==> src/rtl/uart_rx_deserializer.sv <==
// ============================================================================
// Module  : uart_rx_deserializer
// Brief   : UART receive path; mid-bit sampling of start/data/parity/stop.
// Revision: 1.0 - initial release
// ============================================================================
`default_nettype none

module uart_rx_deserializer #(
    parameter int CLKS_PER_BIT = 16,
    parameter bit PARITY_EN    = 1'b1,
    parameter int DATA_W       = 8
) (
    input  logic              clk,
    input  logic              rst_n,
    input  logic              i_rx_enable,
    input  logic              i_rx_in,
    output logic [DATA_W-1:0] o_rx_data,
    output logic              o_rx_valid,
    output logic              o_parity_err,
    output logic              o_frame_err,
    output logic              o_busy
);

    localparam int CNT_W = (CLKS_PER_BIT > 1) ? $clog2(CLKS_PER_BIT) : 1;
    localparam int IDX_W = (DATA_W > 1) ? $clog2(DATA_W) : 1;
    localparam logic [CNT_W-1:0] c_HALF     = CNT_W'(CLKS_PER_BIT / 2 - 1);
    localparam logic [CNT_W-1:0] c_FULL     = CNT_W'(CLKS_PER_BIT - 1);
    localparam logic [IDX_W-1:0] c_IDX_LAST = IDX_W'(DATA_W - 1);

    typedef enum logic [2:0] {
        S_IDLE   = 3'd0,
        S_START  = 3'd1,
        S_DATA   = 3'd2,
        S_PARITY = 3'd3,
        S_STOP   = 3'd4
    } state_t;

    state_t            r_state;
    state_t            w_state_nxt;
    logic [1:0]        r_sync;
    logic [CNT_W-1:0]  r_bit_cnt;
    logic [IDX_W-1:0]  r_idx;
    logic [DATA_W-1:0] r_shift;
    logic              r_par;
    logic              r_armed;
    logic [DATA_W-1:0] r_data;
    logic              r_valid;
    logic              r_perr;
    logic              r_ferr;

    logic w_rx_s;
    logic w_cnt_clr;
    logic w_idx_clr;
    logic w_shift_en;
    logic w_par_ld;
    logic w_done;

    assign w_rx_s = r_sync[1];

    always_comb begin
        w_state_nxt = r_state;
        w_cnt_clr   = 1'b0;
        w_idx_clr   = 1'b0;
        w_shift_en  = 1'b0;
        w_par_ld    = 1'b0;
        w_done      = 1'b0;
        case (r_state)
            S_IDLE: begin
                if (i_rx_enable && r_armed && !w_rx_s) begin
                    w_state_nxt = S_START;
                    w_cnt_clr   = 1'b1;
                end
            end
            S_START: begin
                if (r_bit_cnt == c_HALF) begin
                    w_cnt_clr = 1'b1;
                    if (w_rx_s) begin
                        w_state_nxt = S_IDLE;
                    end else begin
                        w_state_nxt = S_DATA;
                        w_idx_clr   = 1'b1;
                    end
                end
            end
            S_DATA: begin
                if (r_bit_cnt == c_FULL) begin
                    w_cnt_clr  = 1'b1;
                    w_shift_en = 1'b1;
                    if (r_idx == c_IDX_LAST) begin
                        w_state_nxt = PARITY_EN ? S_PARITY : S_STOP;
                    end
                end
            end
            S_PARITY: begin
                if (r_bit_cnt == c_FULL) begin
                    w_cnt_clr   = 1'b1;
                    w_par_ld    = 1'b1;
                    w_state_nxt = S_STOP;
                end
            end
            S_STOP: begin
                if (r_bit_cnt == c_FULL) begin
                    w_cnt_clr   = 1'b1;
                    w_done      = 1'b1;
                    w_state_nxt = S_IDLE;
                end
            end
            default: w_state_nxt = S_IDLE;
        endcase
    end

    always_ff @(posedge clk or negedge rst_n) begin
        if (!rst_n) begin
            r_state   <= S_IDLE;
            r_sync    <= 2'b11;
            r_bit_cnt <= '0;
            r_idx     <= '0;
            r_shift   <= '0;
            r_par     <= 1'b0;
            r_armed   <= 1'b1;
            r_data    <= '0;
            r_valid   <= 1'b0;
            r_perr    <= 1'b0;
            r_ferr    <= 1'b0;
        end else begin
            r_state <= w_state_nxt;
            r_sync  <= {r_sync[0], i_rx_in};

            if (w_cnt_clr || r_state == S_IDLE) begin
                r_bit_cnt <= '0;
            end else begin
                r_bit_cnt <= r_bit_cnt + 1'b1;
            end

            if (w_idx_clr) begin
                r_idx <= '0;
            end else if (w_shift_en) begin
                r_idx <= r_idx + 1'b1;
            end

            if (w_shift_en) begin
                r_shift <= {w_rx_s, r_shift[DATA_W-1:1]};
            end

            if (w_par_ld) begin
                r_par <= w_rx_s ^ (^r_shift);
            end

            // A low stop bit (break) disarms until the line is seen high again.
            if (w_done && !w_rx_s) begin
                r_armed <= 1'b0;
            end else if (r_state == S_IDLE && w_rx_s) begin
                r_armed <= 1'b1;
            end

            r_valid <= w_done;
            if (w_done) begin
                r_data <= r_shift;
                r_perr <= PARITY_EN & r_par;
                r_ferr <= ~w_rx_s;
            end
        end
    end

    assign o_rx_data    = r_data;
    assign o_rx_valid   = r_valid;
    assign o_parity_err = r_perr;
    assign o_frame_err  = r_ferr;
    assign o_busy       = (r_state != S_IDLE);

endmodule

`default_nettype wire
==> config.mk <==
export PLATFORM = sky130hd
export DESIGN_NAME = uart_rx_deserializer
export DESIGN_NICKNAME = d
export VERILOG_FILES = /design/src/rtl/uart_rx_deserializer.sv
export SDC_FILE = /design/constraint.sdc
export NUM_CORES = 1
export LEC_CHECK = 0
export ABC_AREA = 0
export BUFFER_PORTS_ARGS = -buffer_cell sky130_fd_sc_hd__buf_2
export CAP_MARGIN = 30
export CORE_MARGIN = 5
export CORE_UTILIZATION = 40
export DETAILED_ROUTE_END_ITERATION = 6
export PLACE_DENSITY_LB_ADDON = 0.25
export SYNTH_ARGS = -nofsm -noshare
export SYNTH_HDL_FRONTEND = slang
export SYNTH_SLANG_ARGS = --single-unit
export TNS_END_PERCENT = 10
==> constraint.sdc <==
create_clock -name clk -period 3.9 [get_ports clk]
set_input_delay 0.39 -clock clk [delete_from_list [all_inputs] [get_ports clk]]
set_output_delay 0.39 -clock clk [all_outputs]
set_load 0.01 [all_outputs]
; Word-level counts from Yosys, hierarchy flattened
; Index checks and enable logic that the tools add are counted.
[totals]
elab_cells = 64
output_inout_bits = 12
input_bits = 4
regBits = 33
[classes]
n_bitwise = 2
n_eq_ne = 13
n_mux = 23
n_addsub = 2
n_reduce_logical = 13
[op_table]
columns = op, n
row1 = $mux W3, 8
row2 = $pmux W3 S5, 1
row3 = $ne A2 B2 Y1 const B, 6
row4 = $mux W1, 11
row5 = $reduce_xor A8 Y1, 1
row6 = $eq A3 B2 Y1 const B, 2
row7 = $eq A3 B3 Y1 const B, 2
row8 = $reduce_and A6 Y1, 1
row9 = $add A4 B1 Y4 const B, 1
row10 = $eq A4 B3 Y1 const B, 1
row11 = $eq A4 B4 Y1 const B, 1
row12 = $logic_and A1 B1 Y1, 4
row13 = $mux W4, 1
row14 = $reduce_bool A2 Y1, 2
row15 = $add A3 B1 Y3 const B, 1
row16 = $eq A3 B1 Y1 const B, 1
row17 = $logic_not A3 Y1, 1
row18 = $pmux W1 S3, 1
row19 = $reduce_bool A3 Y1, 1
row20 = $reduce_or A3 Y1, 1
row21 = $mux W2, 1
row22 = $logic_not A1 Y1, 1
row23 = $logic_or A1 B1 Y1, 1
row24 = $not A1 Y1, 1
row25 = $xor A1 B1 Y1, 1

; Logic depth before layout (Yosys ltp)
; Gate-level depths: netlist of the first run.
[logic_depth]
depth_word = 6
ltp_mapped = 6
depth_no_buf = 5

; Worst setup path before layout of the first run
; Ideal clock, no wire load.
[synth_path]
path_kind = flip-flop to flip-flop
from = register r_bit_cnt[0]
to = register r_perr, in the netlist o_parity_err
path_stages_with_launch = 6
setup_ns = 0.125
synth_period_minus_slack_ns = 1.696
n_path_buf = 1
required_time_ns = 3.775
arrival_time_ns = 1.571
path_slack_ns = 2.204
cell_sequence = dfrtp_1 > ha_1 > and3_2 > nand3_1 > buf_2 > mux2_2
[synth_between]
elab_chain_len = 3
[synth_rtl]
columns = element, line_no
row1 = start: declaration, 41  ; logic [CNT_W-1:0] r_bit_cnt;
row2 = start signal: assignment, 132  ; r_bit_cnt <= r_bit_cnt + 1'b1;
row3 = $eq A4 B4 Y1, 102  ; if (r_bit_cnt == c_FULL) begin
row4 = $mux W1, 102
row5 = $mux W1, 67  ; case (r_state)
row6 = end signal: assignment, 159  ; r_perr <= PARITY_EN & r_par;
row7 = end: declaration, 48  ; logic r_perr;
; Every way passes these cells.
; A chain may end at the register's enable or synchronous reset.

; Worst setup path after layout of the first run
[layout_path]
from = register r_bit_cnt[0]
to = register r_data[2], in the netlist o_rx_data[2]
[layout_between]
elab_chain_len = 3
[layout_rtl]
columns = element, line_no
row1 = $eq A4 B4 Y1, 102
row2 = $mux W1, 102
row3 = $mux W1, 67
row4 = end signal: assignment, 158  ; r_data <= r_shift;
row5 = end: declaration, 46  ; logic [DATA_W-1:0] r_data;
; Every way passes these cells.

==> results.cfg, run 1 <==
[outcome]
status = completed

[clocking]
cts_root_buf = clkbuf_8
clkLatencyLatePin_ns = 0.28
htreeDepth = 2
post_cts_buffers = 0
clk_path_buf_depth = 2
cts_resized = 0
cts.sinks = 33
holdBufCountCts = 0
clkTransAtPathRegs_ns = 0.07
cts_tree = yes
numCtsBuffers = 5

[setup_path]
crit_fanout = 13
slowest_stage = mux2_2
cp_data_arrival_time_ns = 2.03
worstSetupPathType = flip-flop to flip-flop
rr_worst_depth = 4
crit_path_cell_trace = ha_1 > and3_2 > nand3_1 > mux2_2
critical_path_depth = 4
worstSetupStartpointType = flip-flop
required_ns = 4.06
critPathTopFamily = simple AND/OR/NAND/NOR gates
cp-end-kind = flip-flop
worstSetupEndpoint = o_rx_data[2]
path_buf_inv = 0
r2r_start = r_bit_cnt[0]
critPathMaxStageDelay_ns = 0.43
reg2reg_to = o_rx_data[2]
cp-startpoint = r_bit_cnt[0]
rrSetupSlack_ns = 2.03

[cells_and_area]
fin_util = 0.463
syn_to_final_growth_pct = 14.2
layout_common_cells = dfrtp_1 (30), buf_2 (15), mux2_2 (12)
fin_nets = 136
antenna_cells = 0
layout_commonest_cell = dfrtp_1
drive_above_1_share = 0.354

[synth]
yosys_warnings = 0
synth-xor-area-share = 0.0754
synth_top_family_by_area = multiplexers
synthMuxAreaShare = 0.158
synthAdderAreaFrac = 0.0257
syn_inst = 112
synth_simple_gate_area_frac = 0.0865
ys_ff_latch = 33
synth.net_count = 119
synthesis.area_mm2 = 0.00146
synthDistinctLibCells = 31
synth-seq-area-share = 0.568
synth_compound_area_frac = 0.0566
synth.avg_cell_area_um2 = 13.0

[sta]
relSlewSlack = 0.529
finalHoldViolCount = 0
fmax_ghz = 0.534
rsz0062_at_grt = false
worstMarginPinSlew_ns = 0.707
setup_tns_ns = 0
setup_violations = 0
final.min_clock_period_ns = 1.87
min_period_over_period = 0.480
slew_violations = 0
skew_ns = 0.00853

[routing]
ant_nets = 0
drt-initial-drc-count = 48
drt_pass1_iterations = 4
vias_per_cell = 4.86
wl_per_cell_um = 13.2
drt-total-wl_um = 2350
num_vias = 865
drc_errors = 0

[grt]
grt_max_degree = 34
grt_use_total = 0.108
grt_pass1_vias = 893
grt_pass1_wl_um = 4040
antenna_found_initial = 0
grt-ovfl-total = 0

[placement]
gp_congestion = 0.755
io_buffers = 15
place_hpwl_um = 1640

[die]
die_w_um = 70.4
rows = 22
io_pins = 16
initial_core_util = 0.405
core_area_mm2 = 0.00361
dieArea_mm2 = 0.00496
die_y_um = 70.4

[run]
cap_viol_max_count = 0

[power_and_ir_drop]
power_density_mw_per_mm2 = 513
power_leakage_uw = 0.000884
vdd_drop_max_mv = 0.193

[hold_path]
hp-class = primary input to asynchronous set/reset pin
-- registers in the layout, indices dropped and copies added, names as in the netlist --
| name | flops |
|---|---|
| o_frame_err | 1 |
| o_rx_data | 8 |
| r_par | 1 |
| r_bit_cnt | 4 |
| r_armed | 1 |
| r_idx | 3 |
| r_shift | 8 |
| o_rx_valid | 1 |
| o_parity_err | 1 |
| r_sync | 2 |
| r_state | 3 |
-- where the power goes --
part	switching [uW]	internal, uW	total [uW]
Combinational	70.7	65.3	136
Clock	116	159	276
Sequential	57.0	388	445
Total	244	612	856
-- per-stage QoR --
stage	cells	hold slack (ns)	total power, uW	setup WS (ns)	area, um^2
6_report	178	0.154	856	2.03	1670
5_1_grt	178	0.190	906	1.91	1670
4_1_cts	178	0.175	867	2.00	1670
3_5_place_dp	170	0.347	586	2.00	1570
3_3_place_gp	170	0.346	580	2.07	1570
2_1_floorplan	112	0.0944	552	2.20	1460
-- final cells by class --
cell class / count / area [um^2]
Clock buffer: 7 / 96.3
Clock inverter: 1 / 5.00
Fill cell: 319 / 1940
Inverter: 4 / 15.0
Multi-Input combinational cell: 70 / 587
Sequential cell: 33 / 830
Tap cell: 48 / 60.1
Timing Repair Buffer: 15 / 75.1
-- metal layers --
layer / track usage / vias up / wire [um]
met5: 0 / - / 0
met2: 0.161 / 17 / 1130
met3: 0.0432 / 4 / 111
met1: 0.126 / 425 / 1040
li1: - / 419 / -
met4: 0.0702 / 0 / 63
-- kinds of logic (layout without fill, tap and decap cells) --
group,after synthesis,count (layout)
adders and majority gates,3,3
and+or+nand+nor,25,25
buffers and inverters,9,27
muxes,19,19
AOI/OAI and AO/OA,12,12
xor gates and xnor gates,11,11
DFF,33,33
-- worst min path at each step --
stage | from | end
floorplan | rst_n | o_frame_err
global placement | r_sync[0] | r_sync[1]
detailed placement | r_sync[0] | r_sync[1]
CTS | rst_n | o_rx_valid
global route | i_rx_in | r_sync[0]
finish | rst_n | o_rx_data[7]
-- worst register-to-register path, stage by stage, from the launching register on --
cell and delay [ns]:
dfrtp_1 0.37, ha_1 0.27, and3_2 0.26, nand3_1 0.42, mux2_2 0.44
-- cells in the mapped netlist --
| cell | number | area share |
|---|---|---|
| mux2i_1 | 2 | 0.014 |
| a211oi_1 | 2 | 0.010 |
| xor2_1 | 3 | 0.018 |
| a21oi_1 | 2 | 0.0069 |
| nor3_1 | 2 | 0.0069 |
| o31ai_1 | 1 | 0.0051 |
| a41oi_1 | 1 | 0.0060 |
| nand2b_1 | 1 | 0.0043 |
| buf_2 | 2 | 0.0069 |
| buf_6 | 1 | 0.0077 |
| nor2_1 | 10 | 0.026 |
| nand4_2 | 1 | 0.0086 |
| inv_1 | 4 | 0.010 |
| xnor3_1 | 1 | 0.015 |
| or3_4 | 1 | 0.0077 |
| o21ai_0 | 2 | 0.0069 |
| ha_1 | 3 | 0.026 |
| dfrtp_1 | 30 | 0.51 |
| or3_1 | 2 | 0.0086 |
| nand3_1 | 2 | 0.0069 |
| nand2_1 | 5 | 0.013 |
| o21a_1 | 1 | 0.0051 |
| mux2_4 | 5 | 0.051 |
| mux2_2 | 12 | 0.093 |
| clkbuf_1 | 2 | 0.0051 |
| xnor2_1 | 7 | 0.042 |
| a2bb2oi_1 | 1 | 0.0060 |
| a311oi_1 | 1 | 0.0060 |
| and3_2 | 1 | 0.0051 |
| o22ai_1 | 1 | 0.0043 |
| dfstp_2 | 3 | 0.054 |
Power figures use the tool's default switching activity.
==> run 2, diff against run 1 <==
==> constraint.sdc (replaced) <==
create_clock -name clk -period 1.7 [get_ports clk]
set_input_delay 0.17 -clock clk [delete_from_list [all_inputs] [get_ports clk]]
set_output_delay 0.17 -clock clk [all_outputs]
set_load 0.01 [all_outputs]
==> run 2 against run 1 <==
Effect of this change: register-to-register slack got worse by 2.0 ns; power rose by 130%; critical endpoint is now r_shift[2]; non-clock buffer count rose by 7; clock skew rose by 0.0011 ns.
==> results.cfg, run 2 (synthesis gave the netlist of run 1 again) <==
[sta]
slew_violations = 0
finalHoldViolCount = 0
fmax_ghz = 0.615
setup_slack_ns = 0.0748
min_period_over_period = 0.956
rsz0062_at_grt = false
relSlewSlack = 0.508
final.min_clock_period_ns = 1.63
setup_tns_ns = 0
whs_ns = 0.360
setup_violations = 0
skew_ns = 0.00966
worstMarginPinSlew_ns = 0.737

[setup_path]
cp-startpoint = r_bit_cnt[0]
r2r_start = r_bit_cnt[0]
rrSetupSlack_ns = 0.07
critPathTopFamily = simple AND/OR/NAND/NOR gates
reg2reg_to = r_shift[2]
worstSetupPathType = flip-flop to flip-flop
rr_worst_depth = 4
crit_fanout = 12
path_buf_inv = 0
crit_path_cell_trace = ha_2 > nand4_2 > or3_4 > mux2_4
worstSetupEndpoint = r_shift[2]
critPathMaxStageDelay_ns = 0.46
worstSetupStartpointType = flip-flop
cp_data_arrival_time_ns = 1.79
slowest_stage = or3_4
cp-end-kind = flip-flop
required_ns = 1.86
critical_path_depth = 4

[cells_and_area]
syn_to_final_growth_pct = 18.5
regArea_um2 = 830
fin_nets = 143
layout_commonest_cell = dfrtp_1
drive_above_1_share = 0.387
multi_input_area_um2 = 594
layout_common_cells = dfrtp_1 (30), buf_2 (15), mux2_2 (12)
antenna_cells = 0
num-fill-cells = 342
stdcell_count = 185

[die]
dieArea_mm2 = 0.00496
die_y_um = 70.4
die_w_um = 70.4
rows = 22
initial_core_util = 0.405
core_area_mm2 = 0.00361
io_pins = 16

[clocking]
clkTransAtPathRegs_ns = 0.07
clkLatencyLatePin_ns = 0.28
cts.sinks = 33
cts_tree = yes
cts_root_buf = clkbuf_8
htreeDepth = 2
clk_path_buf_depth = 2
numCtsBuffers = 5

[hold_path]
hp-class = flip-flop to flip-flop

[grt]
grt_max_degree = 34
antenna_found_initial = 0
grt_use_total = 0.113
grt_pass1_wl_um = 4350
grt-ovfl-total = 0
grt_pass1_vias = 935

[routing]
ant_nets = 0
drt-total-wl_um = 2510
drt-initial-drc-count = 56
num_vias = 889
drt_pass1_iterations = 3
wl_per_cell_um = 13.6
vias_per_cell = 4.81
drc_errors = 0

[placement]
dp.cells = 175
place_hpwl_um = 1780
gp_congestion = 0.752
dp_slack_ns = 0.0563
io_buffers = 15

[power_and_ir_drop]
power_uw = 1940
power_leakage_uw = 0.000911
vdd_drop_max_mv = 0.448
power_density_mw_per_mm2 = 1120

[outcome]
status = completed

[run]
cap_viol_max_count = 0
[run 2: worst min path at each step]
stage	startpoint	endpoint	slack [ns]	cells past startpoint
6_report	r_sync[0]	r_sync[1]	0.36	0
5_1_grt	r_sync[0]	r_sync[1]	0.37	0
2_1_floorplan	rst_n	o_frame_err	-0.13	0
4_1_cts	r_sync[0]	r_sync[1]	0.36	0
3_3_place_gp	rst_n	o_rx_valid	0.25	1
3_5_place_dp	rst_n	r_state[0]	0.27	1
[run 2: repair_timing]
item	in CTS	in global routing
gates resized for setup	0	2
buffers inserted	0	0
endpoints found under the hold margin	31	0
hold buffers	2	0
setup endpoints to repair	0	5
[run 2: metrics by stage]
| step | cell area [um^2] | util |
|---|---|---|
| final | 1730 | 0.480 |
| after global routing | 1730 | 0.480 |
| after CTS | 1720 | 0.478 |
| after detailed placement | 1620 | 0.448 |
| after global placement | 1620 | 0.448 |
| after floorplan | 1460 | - |
[run 2: per-layer routing]
| metal | routed length (um) | track usage | share of wire |
|---|---|---|---|
| met2 | 1290 | 0.180 | 0.52 |
| met3 | 97 | 0.0403 | 0.039 |
| met5 | 0 | 0 | 0 |
| met4 | 27 | 0.0511 | 0.011 |
| met1 | 1090 | 0.137 | 0.43 |
[run 2: where the power goes]
part	total (uW)	internal, uW	switching [uW]
Clock	565	282	283
Combinational	357	182	175
Sequential	1020	889	134
Total	1940	1350	592
[run 2: worst register-to-register path, cell delays in order (launching register included)]
cell and delay [ns]:
dfrtp_1 0.38, ha_2 0.22, nand4_2 0.13, or3_4 0.46
mux2_4 0.33
[run 2: area by class of cell]
cell class / instances / share of cell area
flip-flops and latches: 33 / 0.479
well taps: 48 / 0.0347
multi-input cells: 70 / 0.343
repair buffers: 22 / 0.0839
clock inverters: 3 / 0.0101
clock buffers: 5 / 0.0398
inverters: 4 / 0.00868
